$ cat src/rtl/pipe_ctrl.sv
// pipe_ctrl: in-order pipeline valid/stall controller with register-hazard detection.
// Define PIPE_CTRL_BYPASS_EN to forward youngest producer values; otherwise any in-flight match stalls stage 0.

module pipe_ctrl #(
    parameter int STAGES = 5,
    parameter int BUS_W  = 64,
    parameter int RF_AW  = 5
) (
    input  logic                     clk,
    input  logic                     resetn,
    input  logic                     cancel,
    input  logic                     in_valid,
    input  logic [BUS_W-1:0]         in_bus,
    output logic                     in_ready,
    input  logic [STAGES-1:0]        stage_over,
    input  logic [STAGES*BUS_W-1:0]  stage_nbus,
    output logic [STAGES-1:0]        stage_valid,
    output logic [STAGES*BUS_W-1:0]  stage_bus,
    output logic                     retire_valid,
    input  logic                     retire_ready,
    output logic [BUS_W-1:0]         retire_bus,
    input  logic [STAGES-1:0]        stage_wen,
    input  logic [STAGES-1:0]        stage_wready,
    input  logic [STAGES*RF_AW-1:0]  stage_wdest,
    input  logic [STAGES*32-1:0]     stage_wvalue,
    input  logic [RF_AW-1:0]         rs,
    input  logic [RF_AW-1:0]         rt,
    output logic                     rs_hit,
    output logic                     rt_hit,
    output logic [31:0]              rs_value,
    output logic [31:0]              rt_value,
    output logic                     hazard_stall,
    output logic [31:0]              stall_cnt
);

    logic [STAGES-1:0] over_eff;
    logic [STAGES:0]   allow;
    logic [STAGES-1:0] rs_match;
    logic [STAGES-1:0] rt_match;
    logic              rs_found;
    logic              rt_found;
    logic              unused_inputs;

    // Stage 0 is never a producer; it is the consumer whose sources are being decoded.
    always_comb begin
        rs_match = '0;
        rt_match = '0;
        for (int k = 1; k < STAGES; k++) begin
            rs_match[k] = stage_valid[k] & stage_wen[k] &
                          (stage_wdest[k*RF_AW +: RF_AW] == rs) & (rs != '0);
            rt_match[k] = stage_valid[k] & stage_wen[k] &
                          (stage_wdest[k*RF_AW +: RF_AW] == rt) & (rt != '0);
        end
    end

`ifdef PIPE_CTRL_BYPASS_EN
    logic        rs_win_ready;
    logic        rt_win_ready;
    logic [31:0] rs_win_value;
    logic [31:0] rt_win_value;

    // Lowest-numbered matching stage is the youngest producer and wins.
    always_comb begin
        rs_found     = 1'b0;
        rt_found     = 1'b0;
        rs_win_ready = 1'b0;
        rt_win_ready = 1'b0;
        rs_win_value = '0;
        rt_win_value = '0;
        for (int k = 1; k < STAGES; k++) begin
            if (rs_match[k] && !rs_found) begin
                rs_found     = 1'b1;
                rs_win_ready = stage_wready[k];
                rs_win_value = stage_wvalue[k*32 +: 32];
            end
            if (rt_match[k] && !rt_found) begin
                rt_found     = 1'b1;
                rt_win_ready = stage_wready[k];
                rt_win_value = stage_wvalue[k*32 +: 32];
            end
        end
    end

    assign rs_hit       = rs_found;
    assign rt_hit       = rt_found;
    assign rs_value     = rs_win_value;
    assign rt_value     = rt_win_value;
    assign hazard_stall = stage_valid[0] &
                          ((rs_found & ~rs_win_ready) | (rt_found & ~rt_win_ready));
    assign unused_inputs = ^{stage_wen[0], stage_wdest[RF_AW-1:0],
                             stage_wready[0], stage_wvalue[31:0]};
`else
    assign rs_found      = |rs_match;
    assign rt_found      = |rt_match;
    assign rs_hit        = 1'b0;
    assign rt_hit        = 1'b0;
    assign rs_value      = '0;
    assign rt_value      = '0;
    assign hazard_stall  = stage_valid[0] & (rs_found | rt_found);
    assign unused_inputs = ^{stage_wen[0], stage_wdest[RF_AW-1:0],
                             stage_wready, stage_wvalue};
`endif

    // allow[k]: stage k may load this cycle because it is empty or its payload is leaving.
    always_comb begin
        over_eff    = stage_over;
        over_eff[0] = stage_over[0] & ~hazard_stall;
        allow       = '0;
        allow[STAGES] = retire_ready;
        for (int k = STAGES - 1; k >= 0; k--) begin
            allow[k] = ~stage_valid[k] | (over_eff[k] & allow[k+1]);
        end
    end

    assign in_ready     = allow[0] | cancel;
    assign retire_valid = stage_valid[STAGES-1] & stage_over[STAGES-1];
    assign retire_bus   = stage_nbus[(STAGES-1)*BUS_W +: BUS_W];

    always_ff @(posedge clk) begin
        if (!resetn) begin
            stage_valid <= '0;
            stall_cnt   <= '0;
        end else begin
            if (hazard_stall && (stall_cnt != 32'hFFFF_FFFF)) begin
                stall_cnt <= stall_cnt + 32'd1;
            end
            if (cancel) begin
                stage_valid <= '0;
            end else begin
                if (allow[0]) begin
                    stage_valid[0] <= in_valid;
                end
                for (int k = 1; k < STAGES; k++) begin
                    if (allow[k]) begin
                        stage_valid[k] <= stage_valid[k-1] & over_eff[k-1];
                    end
                end
            end
        end
    end

    // Payload registers need no reset: they are only observed alongside their valid bit.
    always_ff @(posedge clk) begin
        if (resetn && !cancel) begin
            if (allow[0] && in_valid) begin
                stage_bus[0 +: BUS_W] <= in_bus;
            end
            for (int k = 1; k < STAGES; k++) begin
                if (allow[k] && stage_valid[k-1] && over_eff[k-1]) begin
                    stage_bus[k*BUS_W +: BUS_W] <= stage_nbus[(k-1)*BUS_W +: BUS_W];
                end
            end
        end
    end

endmodule

$ cat config.mk
export PLATFORM = sky130hd
export DESIGN_NAME = pipe_ctrl
export DESIGN_NICKNAME = d
export VERILOG_FILES = /design/src/rtl/pipe_ctrl.sv
export SDC_FILE = /design/constraint.sdc
export NUM_CORES = 1
export LEC_CHECK = 0
export ABC_AREA = 1
export BUFFER_PORTS_ARGS = -buffer_cell sky130_fd_sc_hd__buf_2
export CORE_AREA = 2 2 418 420
export CTS_BUF_LIST = sky130_fd_sc_hd__clkbuf_8
export DETAILED_ROUTE_END_ITERATION = 7
export DIE_AREA = 0 0 420 422
export PLACE_DENSITY = 0.33
export SETUP_SLACK_MARGIN = 0.3
export SLEW_MARGIN = 20
export SYNTH_ARGS = -nofsm -noshare
export SYNTH_HDL_FRONTEND = slang
export SYNTH_SLANG_ARGS = --single-unit
export TNS_END_PERCENT = 20
$ cat constraint.sdc
create_clock -name clk -period 14 [get_ports clk]
set_clock_uncertainty 0.15 [all_clocks]
set_input_delay 2.1 -clock clk [delete_from_list [all_inputs] [get_ports clk]]
set_output_delay 2.1 -clock clk [all_outputs]
set_load 0.01 [all_outputs]
==> results of run 1 <==
-- cell families (layout without fill, tap and decap cells) --
kind of cell	after synthesis	after routing
AOI/OAI and AO/OA	48	48
buffers and inverters	200	912
DFF	357	357
other	1	71
adders and majority gates	1	1
and+or+nand+nor	340	340
xor gates and xnor gates	34	34
-- state kept, by name (all words and copies together), names as in the netlist --
| signal | count |
|---|---|
| stage_valid | 5 |
| stage_bus | 320 |
| stall_cnt | 32 |
-- layout make-up --
| type | instances | share of cell area |
|---|---|---|
| Antenna cell | 5 | 0.000599 |
| Tap cell | 2325 | 0.139 |
| Inverter | 54 | 0.00970 |
| Timing Repair Buffer | 734 | 0.177 |
| Clock inverter | 50 | 0.0213 |
| Multi-Input combinational cell | 489 | 0.108 |
| Clock buffer | 74 | 0.0487 |
| Sequential cell | 357 | 0.495 |
-- final timing paths --
check | endpoint | slack (ns) | cells past startpoint
setup / recovery | in_ready | 7.25 | 12
hold / removal | stall_cnt[30] | 0.37 | 2
setup reg to reg | stage_bus[8] | 10.18 | 14
hold reg to reg | stall_cnt[30] | 0.37 | 2
-- routing by layer --
metal	share of wire	wire, µm	GRT usage	vias up
met4	0.026	1680	0.0270	16
met5	0.0017	112	0	-
met1	0.40	26100	0.0822	4908
li1	-	-	-	4675
met3	0.078	5120	0.0217	138
met2	0.50	32500	0.118	478
-- metrics by stage --
stage	util	std cells	cell area (µm²)	power [mW]
6_report	0.121	4088	20900	2.43
5_1_grt	0.121	4085	20900	2.54
4_1_cts	0.121	4083	20900	2.50
3_5_place_dp	0.112	3959	19400	1.30
3_3_place_gp	0.112	3959	19400	1.30
2_1_floorplan	-	1046	13800	1.25
-- cells in the mapped netlist --
cell type  instances
buf_4            130
edfxtp_1         320
nand2_1          191
a21oi_1           32
nand2_2            1
inv_2              2
clkbuf_1          10
nand3_1           20
nor3_1            15
nand4_1           33
o21ai_0           10
nand3_2            1
o22ai_1            3
inv_1             52
nor2_1            75
xor2_1            25
nor3_2             2
buf_6              3
or2_2              1
o21ai_1            3
dfxtp_1           37
nor2_2             1
buf_2              3
xnor2_1            9
conb_1             1
ha_1               1
-- report_power, final --
part | internal (mW) | switching (mW) | total [mW]
Clock | 0.640 | 0.517 | 1.16
Sequential | 1.17 | 0.00336 | 1.17
Combinational | 0.0455 | 0.0549 | 0.100
Total | 1.85 | 0.576 | 2.43
-- critical path, stage by stage --
cell and delay (ns):
buf_2 0.18, inv_2 0.09, o21ai_0 0.18, nor2_1 0.07, nand3_1 0.08, nand2_1 0.07
o21ai_0 0.14, nand2_1 0.12, buf_4 0.26, o21ai_0 0.76, or2_2 0.23, buf_2 0.19
==> results.py, run 1 <==
metrics = {
    "clocking": {
        "cts_resized": 0,
        "clockBufferDepth": 3,
        "tritoncts": "built",
        "clk_pin_slew_ns": 0.06,
        "postCtsSetupBuffers": 0,
        "cts_buffers": 70,
        "cts_htree_levels": 3,
        "cts_hold_buf": 0,
        "cts_root_buf": "clkbuf_8",
        "clock-sinks": 357,
        "clock_latency_ns": 0.72,
    },
    "finish": {
        "regArea_um2": 10400,
        "final_common_cell": "buf_2",
        "final_cell_mix": "723 x buf_2, 320 x edfxtp_1, 191 x nand2_1",
        "num-fill-cells": 19800,
        "areaGrowthSynthToFinish_pct": 53.7,
        "final_nets": 2306,
        "drive_gt1_frac": 0.480,
        "multi_input_area_um2": 2260,
    },
    "timing": {
        "rsz0062_at_grt": "false",
        "relSlewSlack": 0.307,
        "period_minus_slack_ns": 6.75,
        "period_share": 0.482,
        "worstMarginPinSlew_ns": 1.04,
        "final-setup-viol-count": 0,
        "setup_tns_ns": 0,
        "report.final.hold_viol_count": 0,
        "fmax_ghz": 0.148,
        "slew_violations": 0,
        "worst_hold_slack_ns": 0.374,
        "fin_ws_ns": 7.25,
    },
    "critical_path": {
        "startpoint": "rt[4]",
        "critPathKind": "in -> out",
        "crit_arrival_ns": 4.50,
        "start_kind": "input pin",
        "reg2reg_from": "stage_valid[4]",
        "cp_max_fo": 33,
        "cp.required_ns": 11.75,
        "critPathCaptureType": "output port",
    },
    "floorplanning": {
        "die_x_um": 420,
        "core-area_um2": 173000,
        "dieArea_um2": 177000,
        "pin_count": 1089,
        "start_util": 0.0787,
        "die_h_um": 422,
        "placementRows": 153,
    },
    "power": {
        "p_leak_nw": 8.14,
        "powerDensity_nw_per_um2": 116,
        "max-vdd-ir-drop_uv": 57.7,
    },
    "global_routing": {
        "grt_max_degree": 65,
        "grt_pass1_vias": 9863,
        "antenna_found_initial": 48,
        "grtUsageTotal": 0.0701,
        "grt_pass1_wl_um": 84100,
        "overflow": 0,
    },
    "drt": {
        "wire_per_inst_um": 16.0,
        "drt-initial-drc-count": 580,
        "antenna_left": 0,
        "dr_total_vias": 10200,
        "via_per_inst": 2.50,
        "drt_pass1_iterations": 5,
        "wirelength_um": 65500,
        "drc": 0,
    },
    "synth": {
        "ys_ff_latch": 357,
        "synth.area.mux_share": 0,
        "synth_area_um2": 13600,
        "synth_top_family_by_area": "simple AND/OR/NAND/NOR gates",
        "yosys.area_share.xor_xnor": 0.0219,
        "yosys_warnings": 0,
        "synth_compound_area_frac": 0.0179,
        "synthTopCellsByArea": "edfxtp_1 71%, buf_4 7.2%, dfxtp_1 5.4%",
        "yosys.area_share.simple": 0.105,
        "syn_inst": 981,
        "avgSynthCellArea_um2": 13.9,
        "yosys.area.top_type": "edfxtp_1",
        "synth_top_area_frac": 0.706,
        "synth_cell_types": 26,
        "synthAdderAreaFrac": 0.000920,
        "ys_seq_area_frac": 0.761,
    },
    "placement": {
        "post-dp-hpwl_um": 53100,
        "numPortBuffers": 723,
        "post-place-ws_ns": 7.17,
        "gp_congestion": 0.859,
    },
    "hold_path": {
        "worstHoldStart": "stall_cnt[30]",
        "min_path_type": "reg -> reg",
    },
    "outcome": {
        "outcome": "finished, final reports clean",
    },
    "run": {
        "maxCapViolCount": 0,
    },
}
No activity file was read; power rests on OpenSTA's default activity.
==> inputs of run 2 (changes only) <==
Settings changed: CORE_AREA 2 2 418 420 to 2 2 420 422, DIE_AREA 0 0 420 422 to 0 0 422 424.
Clock period 14 ns to 6.97 ns, I/O delays scaled along.
==> results.py, run 2 (synthesized netlist as in run 1, its figures left out) <==
metrics = {
    "outcome": {
        "outcome": "finished, final reports clean",
    },
    "critical_path": {
        "reg2reg_from": "stage_valid[1]",
        "r2r-end": "stage_bus[76]",
        "start_kind": "register",
        "crit_arrival_ns": 3.08,
        "critPathKind": "reg -> out",
        "cp_max_fo": 32,
        "r2r_cells": 14,
        "cp.required_ns": 5.77,
        "rrSetupSlack_ns": 3.24,
        "critPathCaptureType": "output port",
    },
    "timing": {
        "period_minus_slack_ns": 4.28,
        "rsz0062_at_grt": "false",
        "relSlewSlack": 0.358,
        "worst_hold_slack_ns": 0.329,
        "worstMarginPinSlew_ns": 0.962,
        "slew_violations": 0,
        "period_share": 0.614,
        "fin_ws_ns": 2.69,
        "setup_tns_ns": 0,
        "report.final.hold_viol_count": 0,
        "fmax_ghz": 0.234,
        "final-setup-viol-count": 0,
    },
    "finish": {
        "utilization": 0.119,
        "final_common_cell": "buf_2",
        "final_area_um2": 20800,
        "final_nets": 2307,
        "final_cell_mix": "723 x buf_2, 320 x edfxtp_1, 191 x nand2_1",
        "largest_reg_flops": 320,
        "largest_register": "stage_bus",
        "areaGrowthSynthToFinish_pct": 53.1,
        "top_regs": "stage_bus (320), stall_cnt (32), stage_valid (5)",
        "drive_gt1_frac": 0.475,
        "num-fill-cells": 20100,
        "stdcell_count": 4106,
    },
    "drt": {
        "wirelength_um": 66500,
        "wire_per_inst_um": 16.2,
        "drc": 0,
        "drt-initial-drc-count": 697,
        "dr_total_vias": 10200,
        "drt_pass1_iterations": 5,
        "antenna_left": 0,
        "via_per_inst": 2.49,
    },
    "clocking": {
        "cts_root_buf": "clkbuf_8",
        "cts_htree_levels": 3,
        "clock_latency_ns": 0.74,
        "tritoncts": "built",
        "clockBufferDepth": 3,
        "cts_hold_buf": 0,
        "clk_pin_slew_ns": 0.07,
        "cts_resized": 0,
        "postCtsSetupBuffers": 0,
        "clock-sinks": 357,
        "cts_buffers": 70,
    },
    "placement": {
        "placed_area_um2": 19500,
        "place_inst": 3975,
        "post-place-ws_ns": 2.25,
        "numPortBuffers": 723,
        "gp_congestion": 0.814,
        "post-dp-hpwl_um": 53400,
    },
    "hold_path": {
        "min_path_type": "in -> reg",
        "hold_depth": 1,
        "worstHoldStart": "stage_nbus[236]",
        "min_to": "stage_bus[300]",
    },
    "global_routing": {
        "grt_max_degree": 65,
        "grt_pass1_vias": 9960,
        "antenna_found_initial": 45,
        "grtUsageTotal": 0.0705,
        "grt_pass1_wl_um": 85800,
        "overflow": 0,
    },
    "run": {
        "maxCapViolCount": 0,
    },
    "floorplanning": {
        "core-area_um2": 175000,
        "die_x_um": 422,
        "placementRows": 154,
        "pin_count": 1089,
        "die_h_um": 424,
        "start_util": 0.0777,
        "dieArea_um2": 179000,
    },
    "power": {
        "p_leak_nw": 8.10,
        "finalPower_mw": 4.73,
        "powerDensity_nw_per_um2": 227,
        "max-vdd-ir-drop_uv": 103,
    },
}
run 2: worst max-delay path, stage by stage, from the launching register on:
cell,delay (ns)
dfxtp_1,0.51
nand2_1,0.11
inv_1,0.18
o21ai_0,0.11
nor2_1,0.10
nand3_1,0.07
nand2_1,0.05
o21ai_0,0.09
nand2_1,0.28
buf_4,0.44
nand2_1,0.12
inv_1,0.07
buf_2,0.19
run 2: worst max-delay path by stage:
| stage | cells past startpoint | endpoint | start |
|---|---|---|---|
| 6_report | 12 | hazard_stall | stage_valid[4] |
| 5_1_grt | 12 | hazard_stall | stage_valid[4] |
| 4_1_cts | 12 | hazard_stall | stage_valid[4] |
| 3_5_place_dp | 13 | stage_bus[122] | rt[4] |
| 3_3_place_gp | 13 | stage_bus[122] | rt[4] |
| 2_1_floorplan | 11 | stage_bus[100] | rt[0] |
run 2: final cells by class:
type,instances,area [µm²],share of cell area
antenna,9,22.5,0.00108
clock buffer,73,1000,0.0483
clock inverter,49,340,0.0163
inverter,54,203,0.00974
multi-input combinational,489,2260,0.109
sequential,357,10400,0.497
tap,2340,2930,0.141
timing repair buffer,735,3710,0.178
run 2: layer usage:
metal	track usage	share of wire
met5	0	0.00062
met1	0.0832	0.39
met3	0.0211	0.080
met4	0.0280	0.030
met2	0.119	0.50
run 2: where the power goes:
group	switching (mW)	total (mW)	leakage, nW	internal [mW]
sequential	0.00561	2.35	3.19	2.35
clock	1.02	2.17	0.766	1.15
combinational	0.113	0.205	4.15	0.0916
total	1.14	4.73	8.10	3.59
==> inputs of run 3 (changes only) <==
Settings changed: CORE_AREA 2 2 420 422 to 2 2 429 431, DIE_AREA 0 0 422 424 to 0 0 431 433.
Clock period 6.97 ns to 3.6 ns, I/O delays scaled along.
==> results.py, run 3 (synthesized netlist as in run 1, its figures left out) <==
metrics = {
    "clocking": {
        "cts_htree_levels": 3,
        "clk_pin_slew_ns": 0.07,
        "cts_root_buf": "clkbuf_8",
        "clock_latency_ns": 0.74,
        "tritoncts": "built",
        "clockBufferDepth": 3,
        "cts_buffers": 69,
        "clock-sinks": 357,
    },
    "global_routing": {
        "grt_pass1_vias": 11700,
        "grt_max_degree": 65,
        "antenna_found_initial": 27,
        "grtUsageTotal": 0.0699,
        "grt_pass1_wl_um": 90900,
        "overflow": 0,
    },
    "run": {
        "maxCapViolCount": 0,
    },
    "drt": {
        "drc": 0,
        "wirelength_um": 68800,
        "dr_total_vias": 11600,
        "via_per_inst": 2.59,
        "drt-initial-drc-count": 531,
        "drt_pass1_iterations": 5,
        "wire_per_inst_um": 15.3,
        "antenna_left": 0,
    },
    "placement": {
        "placed_area_um2": 19700,
        "post-dp-hpwl_um": 54700,
        "post-place-ws_ns": 0.186,
        "numPortBuffers": 723,
        "gp_congestion": 0.798,
    },
    "floorplanning": {
        "die_h_um": 433,
        "start_util": 0.0747,
        "placementRows": 157,
        "core-area_um2": 182000,
        "pin_count": 1089,
        "die_x_um": 431,
        "dieArea_um2": 187000,
    },
    "critical_path": {
        "crit_arrival_ns": 2.45,
        "start_kind": "input pin",
        "cp_cell_sequence": "dlygate4sd3_1 -> buf_2 -> nand2_2 -> nand2_1 -> nand2_4 -> nand2_4 -> nand2_1 -> nand2_1 -> nand2_1 -> o21ai_4 -> buf_6 -> or2_4 -> buf_6",
        "worst-path-buf-inv": 4,
        "critPathKind": "in -> out",
        "critPathCaptureType": "output port",
        "path_delay_family": "buffers and inverters",
        "slowest_delay_ns": 0.59,
        "slowest_stage": "dlygate4sd3_1",
        "cpMostUsedCell": "nand2_1",
        "cp_max_fo": 3,
        "cp.required_ns": 2.91,
    },
    "finish": {
        "largest_register": "stage_bus",
        "final_area_um2": 24500,
        "utilization": 0.134,
        "regArea_um2": 10400,
        "final_cell_mix": "722 x buf_2, 329 x dlygate4sd3_1, 320 x edfxtp_1",
        "final_common_cell": "buf_2",
        "largest_reg_flops": 320,
        "areaGrowthSynthToFinish_pct": 80.0,
        "drive_gt1_frac": 0.416,
        "top_regs": "stage_bus (320), stall_cnt (32), stage_valid (5)",
        "final_nets": 2655,
        "multi_input_area_um2": 2340,
        "num-fill-cells": 20600,
    },
    "timing": {
        "period_share": 0.873,
        "final-setup-viol-count": 0,
        "period_minus_slack_ns": 3.14,
        "relSlewSlack": 0.631,
        "slew_violations": 0,
        "rsz0062_at_grt": "true",
        "fin_ws_ns": 0.458,
        "worstMarginPinSlew_ns": 0.552,
        "fmax_ghz": 0.318,
        "report.final.hold_viol_count": 0,
    },
    "power": {
        "p_leak_nw": 9.60,
        "finalPower_mw": 9.27,
        "powerDensity_nw_per_um2": 379,
        "max-vdd-ir-drop_uv": 247,
    },
    "outcome": {
        "outcome": "finished, final reports clean",
    },
    "hold_path": {
        "min_path_type": "in -> reg",
    },
}
==> run 3: cell count changes in the layout (fill, tap and decap cells not counted), sizes merged <==
cell | previous run | this run
dlygate4sd3 | 0 | 329
buf | 735 | 755
clkbuf | 73 | 70
clkinv | 15 | 18
bufinv | 5 | 3
inv | 81 | 79
clkinvlp | 2 | 3
diode | 9 | 10
==> run 3: worst register-to-register path, stage by stage (launching register included) <==
cell	delay [ns]
dfxtp_4	0.37
nand2_4	0.10
inv_2	0.04
o21ai_1	0.08
nor2_2	0.06
nand3_1	0.08
nand2_1	0.07
o21ai_2	0.15
nand2_2	0.08
buf_12	0.15
buf_4	0.15
nand2_1	0.07
nand3_1	0.13
dlygate4sd3_1	0.58
o21ai_0	0.14
dlygate4sd3_1	0.56
==> run 3: final timing paths <==
| kind | to | start | slack, ns | cells past startpoint |
|---|---|---|---|---|
| max | in_ready | stage_over[3] | 0.46 | 13 |
| max reg2reg | stage_valid[1] | stage_valid[4] | 0.58 | 15 |
| min | stage_valid[3] | retire_ready | 0.21 | 6 |
| min reg2reg | stall_cnt[28] | stall_cnt[28] | 0.34 | 2 |
==> run 3: stage by stage <==
| step | hold slack [ns] | std cells | setup TNS (ns) |
|---|---|---|---|
| 3_5_place_dp | 0.341 | 4033 | 0 |
| 5_1_grt | 0.170 | 4492 | 0 |
| 2_1_floorplan | 0.356 | 1046 | -89.63 |
| 3_3_place_gp | 0.335 | 4033 | 0 |
| 4_1_cts | 0.0854 | 4486 | 0 |
| 6_report | 0.208 | 4498 | 0 |
==> run 3: what timing repair did <==
item,CTS,global route
hold buffers,329,0
endpoints found under the setup margin,2,3
pin swaps,8,9
gates resized for setup,31,6
endpoints found under the hold margin,327,0
setup buffers,5,2
==> run 3: final cells by class <==
type | instances | share of cell area
Multi-Input combinational cell | 489 | 0.0956
Sequential cell | 357 | 0.423
Timing Repair Buffer | 1084 | 0.298
Clock buffer | 70 | 0.0393
Inverter | 54 | 0.00843
Tap cell | 2385 | 0.122
Antenna cell | 10 | 0.00102
Clock inverter | 49 | 0.0130
==> run 3: per-layer routing <==
layer  wire length (µm)  vias up  track usage  part of all wire
li1                   -     5382            -                 -
met1              26000     5594       0.0787              0.38
met2              34100      498        0.117              0.49
met3               6120      154       0.0256             0.089
met4               2630        8       0.0331             0.038
met5                 48        -            0           0.00070
==> run 3: power by group <==
part	total (mW)	internal (mW)	switching [mW]	leakage [nW]
registers	4.55	4.54	0.00870	3.19
clock network	3.99	2.04	1.95	0.727
logic	0.732	0.420	0.312	5.69
